### src/rtl/id_ex_hazard_pipe_if.sv
// Bundle of ID-side inputs and EX-side outputs for the ID/EX pipeline register.
// The pipe itself takes the slave view; the ID stage / bench takes the master view.
interface id_ex_hazard_pipe_if #(
  parameter int XLEN   = 32,
  parameter int CTRL_W = 16,
  parameter int CNT_W  = 16
) ();
  logic              valid_in;
  logic [31:0]       instruction_in;
  logic [XLEN-1:0]   PC_in;
  logic [XLEN-1:0]   data1_in;
  logic [XLEN-1:0]   data2_in;
  logic [XLEN-1:0]   immediate_in;
  logic [CTRL_W-1:0] ctrl_in;
  logic              busywait;
  logic              flush;

  logic              stall_ID;
  logic              valid_out;
  logic [31:0]       instruction_out;
  logic [XLEN-1:0]   PC_out;
  logic [XLEN-1:0]   data1_out;
  logic [XLEN-1:0]   data2_out;
  logic [XLEN-1:0]   immediate_out;
  logic [CTRL_W-1:0] ctrl_out;
  logic [CNT_W-1:0]  stall_cnt;
  logic [CNT_W-1:0]  bubble_cnt;

  modport master (
    output valid_in, instruction_in, PC_in, data1_in, data2_in, immediate_in,
           ctrl_in, busywait, flush,
    input  stall_ID, valid_out, instruction_out, PC_out, data1_out, data2_out,
           immediate_out, ctrl_out, stall_cnt, bubble_cnt
  );

  modport slave (
    input  valid_in, instruction_in, PC_in, data1_in, data2_in, immediate_in,
           ctrl_in, busywait, flush,
    output stall_ID, valid_out, instruction_out, PC_out, data1_out, data2_out,
           immediate_out, ctrl_out, stall_cnt, bubble_cnt
  );
endinterface

### src/rtl/id_ex_hazard_pipe.sv
// ID->EX pipeline register with load-use hazard detection, bubble insertion,
// branch flush, memory-stall freeze and saturating stall/bubble counters.
module id_ex_hazard_pipe #(
  parameter int XLEN            = 32,
  parameter int CTRL_W          = 16,
  parameter int LOAD_USE_CYCLES = 1,
  parameter int CNT_W           = 16
) (
  input logic                clk,
  input logic                reset,
  id_ex_hazard_pipe_if.slave bus
);
  localparam logic [31:0] NOP = 32'h00000013;
  localparam int HCNT_W = $clog2(LOAD_USE_CYCLES) + 1;
  localparam logic [HCNT_W-1:0] HCNT_INIT = HCNT_W'(LOAD_USE_CYCLES - 1);

  typedef enum logic {RUN = 1'b0, HAZ = 1'b1} state_t;

  state_t            state_q, state_d;
  logic [HCNT_W-1:0] hcnt_q, hcnt_d;
  logic              valid_q, valid_d;
  logic [31:0]       instr_q, instr_d;
  logic [XLEN-1:0]   pc_q, pc_d;
  logic [XLEN-1:0]   data1_q, data1_d;
  logic [XLEN-1:0]   data2_q, data2_d;
  logic [XLEN-1:0]   imm_q, imm_d;
  logic [CTRL_W-1:0] ctrl_q, ctrl_d;
  logic [CNT_W-1:0]  stall_cnt_q, stall_cnt_d;
  logic [CNT_W-1:0]  bubble_cnt_q, bubble_cnt_d;

  logic       load_bubble;
  logic       capture;
  logic       hazard;
  logic       stall_id;
  logic [4:0] rd;
  logic [6:0] opcode;
  logic [1:0] src_used;
  logic [1:0] src_match;

  assign rd     = instr_q[11:7];
  assign opcode = bus.instruction_in[6:0];

  // src_used[0] = rs1 read, src_used[1] = rs2 read, decoded from the ID opcode.
  always_comb begin
    src_used = 2'b11;
    case (opcode)
      7'b0110111, 7'b0010111, 7'b1101111: src_used = 2'b00;
      7'b0010011, 7'b0000011, 7'b1100111: src_used = 2'b01;
      default:                            src_used = 2'b11;
    endcase
  end

  generate
    for (genvar gi = 0; gi < 2; gi++) begin : g_src
      assign src_match[gi] = src_used[gi] &
                             (bus.instruction_in[15 + 5*gi +: 5] == rd);
    end
  endgenerate

  assign hazard   = valid_q & ctrl_q[1] & (rd != 5'd0) & bus.valid_in & (|src_match);
  assign stall_id = ~bus.flush & (((state_q == RUN) & hazard) | (state_q == HAZ));

  always_comb begin
    state_d     = state_q;
    hcnt_d      = hcnt_q;
    load_bubble = 1'b0;
    capture     = 1'b0;
    if (!bus.busywait) begin
      if (bus.flush) begin
        load_bubble = 1'b1;
        state_d     = RUN;
        hcnt_d      = '0;
      end else if ((state_q == RUN) && hazard) begin
        load_bubble = 1'b1;
        if (LOAD_USE_CYCLES > 1) begin
          state_d = HAZ;
          hcnt_d  = HCNT_INIT;
        end
      end else if (state_q == HAZ) begin
        load_bubble = 1'b1;
        hcnt_d      = hcnt_q - HCNT_W'(1);
        if (hcnt_d == '0) state_d = RUN;
      end else begin
        capture = 1'b1;
      end
    end
  end

  always_comb begin
    valid_d = valid_q;
    instr_d = instr_q;
    pc_d    = pc_q;
    data1_d = data1_q;
    data2_d = data2_q;
    imm_d   = imm_q;
    ctrl_d  = ctrl_q;
    if (load_bubble) begin
      valid_d = 1'b0;
      instr_d = NOP;
      pc_d    = '0;
      data1_d = '0;
      data2_d = '0;
      imm_d   = '0;
      ctrl_d  = '0;
    end else if (capture) begin
      valid_d = bus.valid_in;
      instr_d = bus.instruction_in;
      pc_d    = bus.PC_in;
      data1_d = bus.data1_in;
      data2_d = bus.data2_in;
      imm_d   = bus.immediate_in;
      ctrl_d  = bus.valid_in ? bus.ctrl_in : '0;
    end
  end

  // Performance counters stick at all-ones instead of wrapping.
  always_comb begin
    stall_cnt_d  = stall_cnt_q;
    bubble_cnt_d = bubble_cnt_q;
    if ((stall_id || bus.busywait) && (stall_cnt_q != '1))
      stall_cnt_d = stall_cnt_q + CNT_W'(1);
    if (load_bubble && (bubble_cnt_q != '1))
      bubble_cnt_d = bubble_cnt_q + CNT_W'(1);
  end

  always_ff @(posedge clk or posedge reset) begin
    if (reset) begin
      state_q      <= RUN;
      hcnt_q       <= '0;
      valid_q      <= 1'b0;
      instr_q      <= NOP;
      pc_q         <= '0;
      data1_q      <= '0;
      data2_q      <= '0;
      imm_q        <= '0;
      ctrl_q       <= '0;
      stall_cnt_q  <= '0;
      bubble_cnt_q <= '0;
    end else begin
      state_q      <= state_d;
      hcnt_q       <= hcnt_d;
      valid_q      <= valid_d;
      instr_q      <= instr_d;
      pc_q         <= pc_d;
      data1_q      <= data1_d;
      data2_q      <= data2_d;
      imm_q        <= imm_d;
      ctrl_q       <= ctrl_d;
      stall_cnt_q  <= stall_cnt_d;
      bubble_cnt_q <= bubble_cnt_d;
    end
  end

  assign bus.stall_ID        = stall_id;
  assign bus.valid_out       = valid_q;
  assign bus.instruction_out = instr_q;
  assign bus.PC_out          = pc_q;
  assign bus.data1_out       = data1_q;
  assign bus.data2_out       = data2_q;
  assign bus.immediate_out   = imm_q;
  assign bus.ctrl_out        = ctrl_q;
  assign bus.stall_cnt       = stall_cnt_q;
  assign bus.bubble_cnt      = bubble_cnt_q;
endmodule

### src/flat_wrapper.sv
// flat-port wrapper written by rule: the top's interface ports become plain ports
module id_ex_hazard_pipe_flat 
#(
  parameter int XLEN            = 32,
  parameter int CTRL_W          = 16,
  parameter int LOAD_USE_CYCLES = 1,
  parameter int CNT_W           = 16
)
  (clk, reset, bus_valid_in, bus_instruction_in, bus_PC_in, bus_data1_in, bus_data2_in, bus_immediate_in, bus_ctrl_in, bus_busywait, bus_flush, bus_stall_ID, bus_valid_out, bus_instruction_out, bus_PC_out, bus_data1_out, bus_data2_out, bus_immediate_out, bus_ctrl_out, bus_stall_cnt, bus_bubble_cnt);
  id_ex_hazard_pipe_if #(.XLEN(XLEN), .CTRL_W(CTRL_W), .CNT_W(CNT_W)) bus_i ();
  input logic clk;
  input logic reset;
  input wire logic [$bits(bus_i.valid_in)-1:0] bus_valid_in;
  input wire logic [$bits(bus_i.instruction_in)-1:0] bus_instruction_in;
  input wire logic [$bits(bus_i.PC_in)-1:0] bus_PC_in;
  input wire logic [$bits(bus_i.data1_in)-1:0] bus_data1_in;
  input wire logic [$bits(bus_i.data2_in)-1:0] bus_data2_in;
  input wire logic [$bits(bus_i.immediate_in)-1:0] bus_immediate_in;
  input wire logic [$bits(bus_i.ctrl_in)-1:0] bus_ctrl_in;
  input wire logic [$bits(bus_i.busywait)-1:0] bus_busywait;
  input wire logic [$bits(bus_i.flush)-1:0] bus_flush;
  output wire logic [$bits(bus_i.stall_ID)-1:0] bus_stall_ID;
  output wire logic [$bits(bus_i.valid_out)-1:0] bus_valid_out;
  output wire logic [$bits(bus_i.instruction_out)-1:0] bus_instruction_out;
  output wire logic [$bits(bus_i.PC_out)-1:0] bus_PC_out;
  output wire logic [$bits(bus_i.data1_out)-1:0] bus_data1_out;
  output wire logic [$bits(bus_i.data2_out)-1:0] bus_data2_out;
  output wire logic [$bits(bus_i.immediate_out)-1:0] bus_immediate_out;
  output wire logic [$bits(bus_i.ctrl_out)-1:0] bus_ctrl_out;
  output wire logic [$bits(bus_i.stall_cnt)-1:0] bus_stall_cnt;
  output wire logic [$bits(bus_i.bubble_cnt)-1:0] bus_bubble_cnt;
  assign bus_i.valid_in = bus_valid_in;
  assign bus_i.instruction_in = bus_instruction_in;
  assign bus_i.PC_in = bus_PC_in;
  assign bus_i.data1_in = bus_data1_in;
  assign bus_i.data2_in = bus_data2_in;
  assign bus_i.immediate_in = bus_immediate_in;
  assign bus_i.ctrl_in = bus_ctrl_in;
  assign bus_i.busywait = bus_busywait;
  assign bus_i.flush = bus_flush;
  assign bus_stall_ID = bus_i.stall_ID;
  assign bus_valid_out = bus_i.valid_out;
  assign bus_instruction_out = bus_i.instruction_out;
  assign bus_PC_out = bus_i.PC_out;
  assign bus_data1_out = bus_i.data1_out;
  assign bus_data2_out = bus_i.data2_out;
  assign bus_immediate_out = bus_i.immediate_out;
  assign bus_ctrl_out = bus_i.ctrl_out;
  assign bus_stall_cnt = bus_i.stall_cnt;
  assign bus_bubble_cnt = bus_i.bubble_cnt;
  id_ex_hazard_pipe #(.XLEN(XLEN), .CTRL_W(CTRL_W), .LOAD_USE_CYCLES(LOAD_USE_CYCLES), .CNT_W(CNT_W)) u_core (.clk(clk), .reset(reset), .bus(bus_i));
endmodule
### config.mk
export PLATFORM = sky130hd
export DESIGN_NAME = id_ex_hazard_pipe_flat
export DESIGN_NICKNAME = d
export VERILOG_FILES = /design/src/rtl/id_ex_hazard_pipe_if.sv /design/src/rtl/id_ex_hazard_pipe.sv /design/src/flat_wrapper.sv
export SDC_FILE = /design/constraint.sdc
export NUM_CORES = 1
export LEC_CHECK = 0
export BUFFER_PORTS_ARGS = -buffer_cell sky130_fd_sc_hd__buf_2
export CAP_MARGIN = 15
export CORE_AREA = 2 2 152 154
export DETAILED_ROUTE_END_ITERATION = 10
export DIE_AREA = 0 0 154 156
export GPL_TIMING_DRIVEN = 0
export PLACE_DENSITY = 0.75
export SYNTH_ARGS = -nofsm -noshare
export SYNTH_HDL_FRONTEND = slang
export SYNTH_SLANG_ARGS = --single-unit
### constraint.sdc
create_clock -name clk -period 14 [get_ports clk]
set_clock_uncertainty 0.15 [all_clocks]
set_input_delay 1.4 -clock clk [delete_from_list [all_inputs] [get_ports clk]]
set_output_delay 1.4 -clock clk [all_outputs]
set_load 0.02 [all_outputs]
# Word level (Yosys, flattened, before mapping)
# Index checks and enable logic that the tools add are counted.
# classes
reduce_logical	12
n_eq_ne	11
n_addsub	3
n_bitwise	12
muxes	31
# op_table
operator	n
$mux 32	10
$mux 16	3
$add 16x1->16 const B	2
$ne 16x16->1 const B	2
$mux 1	17
$eq 7x5->1 const B	2
$eq 7x7->1 const B	2
$eq 5x5->1	2
$and 1x1->1	8
$eq 7x2->1 const B	1
$eq 7x6->1 const B	1
$reduce_or 3->1	2
$reduce_bool 5->1	1
$pmux 2 s2	1
$reduce_bool 2->1	2
$logic_and 1x1->1	3
$not 1->1	3
$reduce_and 3->1	1
$ne 2x2->1 const B	1
$reduce_and 2->1	1
$reduce_or 2->1	1
$logic_or 1x1->1	1
$or 1x1->1	1
$sub 1x1->1 const B	1
# word_totals
inputBits	181
output_inout_bits	210
regBits	211

# Logic depth before layout (Yosys ltp)
# depth
depth_word	12
depth_mapped	8
depth_no_buf	6

# Worst setup path before layout
# No wires, ideal clock.
# synth_timing
path_type	input to output
from	input port bus_instruction_in[4]
to	output port bus_stall_ID
arrival_ns	2.484
path_buffers	0
setup_slack_ns	9.966
cell_stages	5
t_required_ns	12.450
cell_sequence	nand4b_1 > a211oi_2 > nor4_4 > o21ai_0 > a21oi_1
# synth_between
elab_chain_cells	9
# synth_lines
item	line	rtl
start, declared	flat_wrapper.sv:14	input wire logic [$bits(bus_i.instruction_in)-1:0] bus_instruction_in;
$eq 7x5->1, or another cell as far along	id_ex_hazard_pipe.sv:46	case (opcode)
$reduce_or 3->1	id_ex_hazard_pipe.sv:46	
$pmux 2 s2 (*)	id_ex_hazard_pipe.sv:46	
$and 1x1->1	id_ex_hazard_pipe.sv:55	assign src_match[gi] = src_used[gi] &
$reduce_or 2->1 (*)	id_ex_hazard_pipe.sv:60	assign hazard = valid_q & ctrl_q[1] & (rd != 5'd0) & bus.valid_in & (|src_match);
$and 1x1->1 (*)	id_ex_hazard_pipe.sv:60	
$and 1x1->1 (*)	id_ex_hazard_pipe.sv:61	assign stall_id = ~bus.flush & (((state_q == RUN) & hazard) | (state_q == HAZ));
$or 1x1->1 (*)	id_ex_hazard_pipe.sv:61	
$and 1x1->1 (*)	id_ex_hazard_pipe.sv:61	
end, declared	flat_wrapper.sv:22	output wire logic [$bits(bus_i.stall_ID)-1:0] bus_stall_ID;
# Mark *: on every way between the ends. The rest lies on a longest branch, timed or not.

# Worst setup path after layout
# layout_timing
from	input port bus_instruction_in[2]
to	output port bus_stall_ID
# Same word-level chain as after synthesis.

==> metrics.md <==
| Metric | Value |
|---|---|
| Logic pwr share | between 20 and 25% |
| Core Box Area | 22400 µm² |
| Antenna Cells | 0 |
| Slowest cell on crit path | a211oi_2 |
| Period utilization | 31.9% |
| Hold-fix buffers, CTS | 0 |
| Mapped Avg Cell Area | 13.7 µm² |
| Peak VDD IR | 0.0000711 V |
| Die H | 156 µm |
| FF-to-FF path depth | 7 |
| Share of cells above drive strength 1 | between 40% and 50% |
| FFs w/ async S/R, synth | 100% |
| Post-synthesis sequential area ratio | 64.8% |
| Final hold violations | 0 |
| Post-synth EDFFs | 0 |
| Footprint of the multi-input gates | approximately 2700 µm² |
| Layout area overhead | 38.1% |
| Drt total wl | 25900 µm |
| Clock power frac | approximately a third |
| Post-Synthesis Cells | 595 |
| Worst-Margin Slew | 0.790 ns |
| Worst skew pair latency | 0.49 ns |
| Nets | 1193 |
| Hold depth | 1 |
| Rows | 55 |
| Worst path top cell family by delay | compound AO/OA/AOI/OAI gates |
| Detail Route Antenna Nets | 0 |
| HPWL Detailed | 19000 µm |
| Port Buf Inserts | 390 |
| Clock Path Buffers | 3 |
| Synth Flop Type | dfrtp_1 |
| Global routing met2 resource utilization | approximately a third |
| Buf/Inv on CP | 2 |
| # setup viols final | 0 |
| Routed WL per cell | 19.8 µm |
| DR vias | 6793 |
| Max Transition Viols Final | 0 |
| Crit path max fanout | 4 |
| Status | finished, final reports clean |
| Drt via density | just over 5 |
| M1 GR Usage | about a quarter |
| Met3 usage | 3.81% |
| Root buf cell | clkbuf_16 |
| Reg clk slew, reported paths | 0.06 ns |
| FF+latch area | 5280 µm² |
| Full die area | 24000 µm² |
| Pre-CTS setup slack | 9.52 ns |
| CTS tree | yes |
| Max-Cap Viols | 0 |
| Mapped Area | 8160 µm² |
| WP data arrival | 2.92 ns |
| Post-CTS Setup Repair Bufs | 0 |
| Crit-path cells | buf_2 -> or3_1 -> a211oi_2 -> nor4_4 -> o21ai_0 -> a21oi_1 -> buf_2 |
| Grt peak-use layer | met2 |
| Slowest cell delay on critical path | 0.42 ns |
| Reg2reg start | u_core.bus.instruction_out[8]$_DFFE_PP0P_ |
| Top cell by count, worst path | buf_2 |
| IO Count | between 300 and 400 |
| Reg2Reg Setup Slack | 11.39 ns |
| Hold-critical path endpoint | u_core.bus.bubble_cnt[5]$_DFFE_PP0P_ |
| Fmax | 224 MHz |
| Final Cell Area | roughly 11000 µm² |
| Sw frac | 30.5% |
| Setup ws final | 9.53 ns |
| Relative slew slack | 47.3% |
| Iteration-0 DRC Markers | roughly 560 |
| Gr ovfl total | 0 |
| Yosys warning count | 0 |
| Drt first pass iters | 4 |
| Routability cong. | 0.816 |
| Critical R2R Capture | u_core.bus.immediate_out[24]$_DFFE_PP0P_ |
| Internal power | ~1.2 mW |
| Initial antenna violation count | 0 |
| Die W | approximately 150 µm |
| Initial Util | approximately 36% |
| Vias in the first global route | ~6800 |
| FF+latch count, synth | 211 |
| Area after DPL | 10500 µm² |
| PwrDens | around 160 nW/µm² |
| Pin count of the biggest net entering global routing | around 110 |
| Worst Setup Path Type | input port to output pin |
| CTS sink count | 211 |
| Post-synth net total | between 700 and 800 |
| RSZ-0062 raised after global routing | false |
| Final Critical Period | 4.47 ns |
| Hold/Removal Path Class | flip-flop to flip-flop |
| Post-cts resize count | 0 |
| HP Start | u_core.bus.bubble_cnt[5]$_DFFE_PP0P_ |
| Sequential Power Share | 43.2% |
| Cell leakage power | 5.99 nW |
| First-pass GRT wire length | 38500 µm |
| Crit start category | input port |
| H-tree levels | 1 |
| Psw | between 500 and 600 µW |
| Drt drc | 0 |
| Total negative slack | 0 ns |
| Worst hold slack | 0.331 ns |
| Num CTS Buffers | 22 |
| GRT Util Overall | between 20% and 30% |
| Filler cells | 1966 |
| Synth unique cells | 41 |
| Worst EP required | 12.45 ns |
| Critical Path Sink Type | output pin |
| Pwr Total | 1.75 mW |
## stage by stage
step           std cells  utilization (%)
5_1_grt             1309             50.4
2_1_floorplan        595                -
3_3_place_gp        1270             46.8
4_1_cts             1309             50.4
3_5_place_dp        1271             47.0
6_report            1309             50.4
## placed cells by master, fill, tap and decap left out, types with 4 or more instances in the layout
| cell | synthesis | routed |
|---|---|---|
| a22o_1 | 173 | 173 |
| and3_1 | 6 | 6 |
| buf_2 | 17 | 407 |
| buf_4 | 4 | 4 |
| clkbuf_1 | 23 | 26 |
| clkbuf_16 | 0 | 23 |
| clkbuf_8 | 0 | 5 |
| clkinv_2 | 0 | 4 |
| dfrtp_1 | 208 | 208 |
| nand2_1 | 22 | 22 |
| nand3_1 | 9 | 9 |
| nand4_1 | 6 | 6 |
| nor2_1 | 11 | 11 |
| nor3_1 | 15 | 15 |
| nor4_1 | 7 | 7 |
| o21ai_0 | 6 | 6 |
| xnor2_1 | 9 | 9 |
| xor2_1 | 30 | 30 |
## synth_stat cells (2+ instances only)
library cell	number	share of area (%)
dfrtp_1	208	64
nand3_1	9	0.55
nand4_1	6	0.46
nor3_1	15	0.92
buf_2	17	1.0
inv_1	4	0.18
dfstp_2	3	0.97
o21ai_0	6	0.37
nor2_1	11	0.51
buf_4	4	0.37
clkbuf_1	23	1.1
mux2_1	3	0.41
o21ai_1	2	0.12
and3_1	6	0.46
a22o_1	173	19
xor2_1	30	3.2
o211ai_2	2	0.31
and4_1	3	0.32
a21oi_1	3	0.18
mux2i_1	3	0.37
xnor2_1	9	0.97
buf_1	2	0.092
ha_1	2	0.31
nand2_1	22	1.0
nor4_1	7	0.54
nor3b_1	3	0.28
nor4_2	3	0.46
nor4b_2	3	0.55
## cell families after synthesis
logic type / after synthesis / share of synthesized area, %
AOI/OAI and AO/OA: 190 / 20.1
xor gates and xnor gates: 39 / 4.19
adders and majority gates: 2 / 0.307
buffers and inverters: 50 / 2.74
DFF: 211 / 64.8
muxes: 7 / 0.920
and+or+nand+nor: 96 / 6.99
## worst max path at each step
stage	depth (start not counted)	start	slack [ns]	to
6_report	7	bus_instruction_in[2]	9.53	bus_stall_ID
5_1_grt	7	bus_instruction_in[2]	9.42	bus_stall_ID
4_1_cts	7	bus_instruction_in[2]	9.52	bus_stall_ID
3_5_place_dp	7	bus_instruction_in[2]	9.52	bus_stall_ID
3_3_place_gp	2	reset	4.53	u_core.bus.immediate_out[24]$_DFFE_PP0P_
2_1_floorplan	1	reset	6.69	u_core.bus.PC_out[0]$_DFFE_PP0P_
## routing by layer
layer | wire length [µm] | up-vias
li1 | - | 3068
met1 | 10700 | 3386
met2 | 12900 | 298
met3 | 1690 | 41
met4 | 574 | 0
met5 | 0 | -
## power groups by stage
stage	Clock, mW	Sequential, mW	Combinational [mW]
2_1_floorplan	0	0.858	0.125
3_3_place_gp	0	0.763	0.375
3_5_place_dp	0	0.764	0.384
4_1_cts	0.628	0.756	0.385
5_1_grt	0.653	0.767	0.407
6_report	0.614	0.758	0.381
## state kept, by name, summed over array words and instances, names as in the netlist
signal                      count
u_core.bus.PC_out              32
u_core.bus.bubble_cnt          16
u_core.bus.ctrl_out            16
u_core.bus.data1_out           32
u_core.bus.data2_out           32
u_core.bus.immediate_out       32
u_core.bus.instruction_out     32
u_core.bus.stall_cnt           16
u_core.bus.valid_out            1
u_core.hcnt_q                   1
u_core.state_q                  1
## area by class of cell
class                      count  area share [%]
tap                          285            3.16
inverter                       4           0.200
timing repair buffer         391            17.6
clock buffer                  31            5.82
multi-input combinational    334            23.5
clock inverter                 7           0.977
sequential                   211            46.9
buffer                        46            1.85
Note: power is estimated with default switching activity, not from simulation.
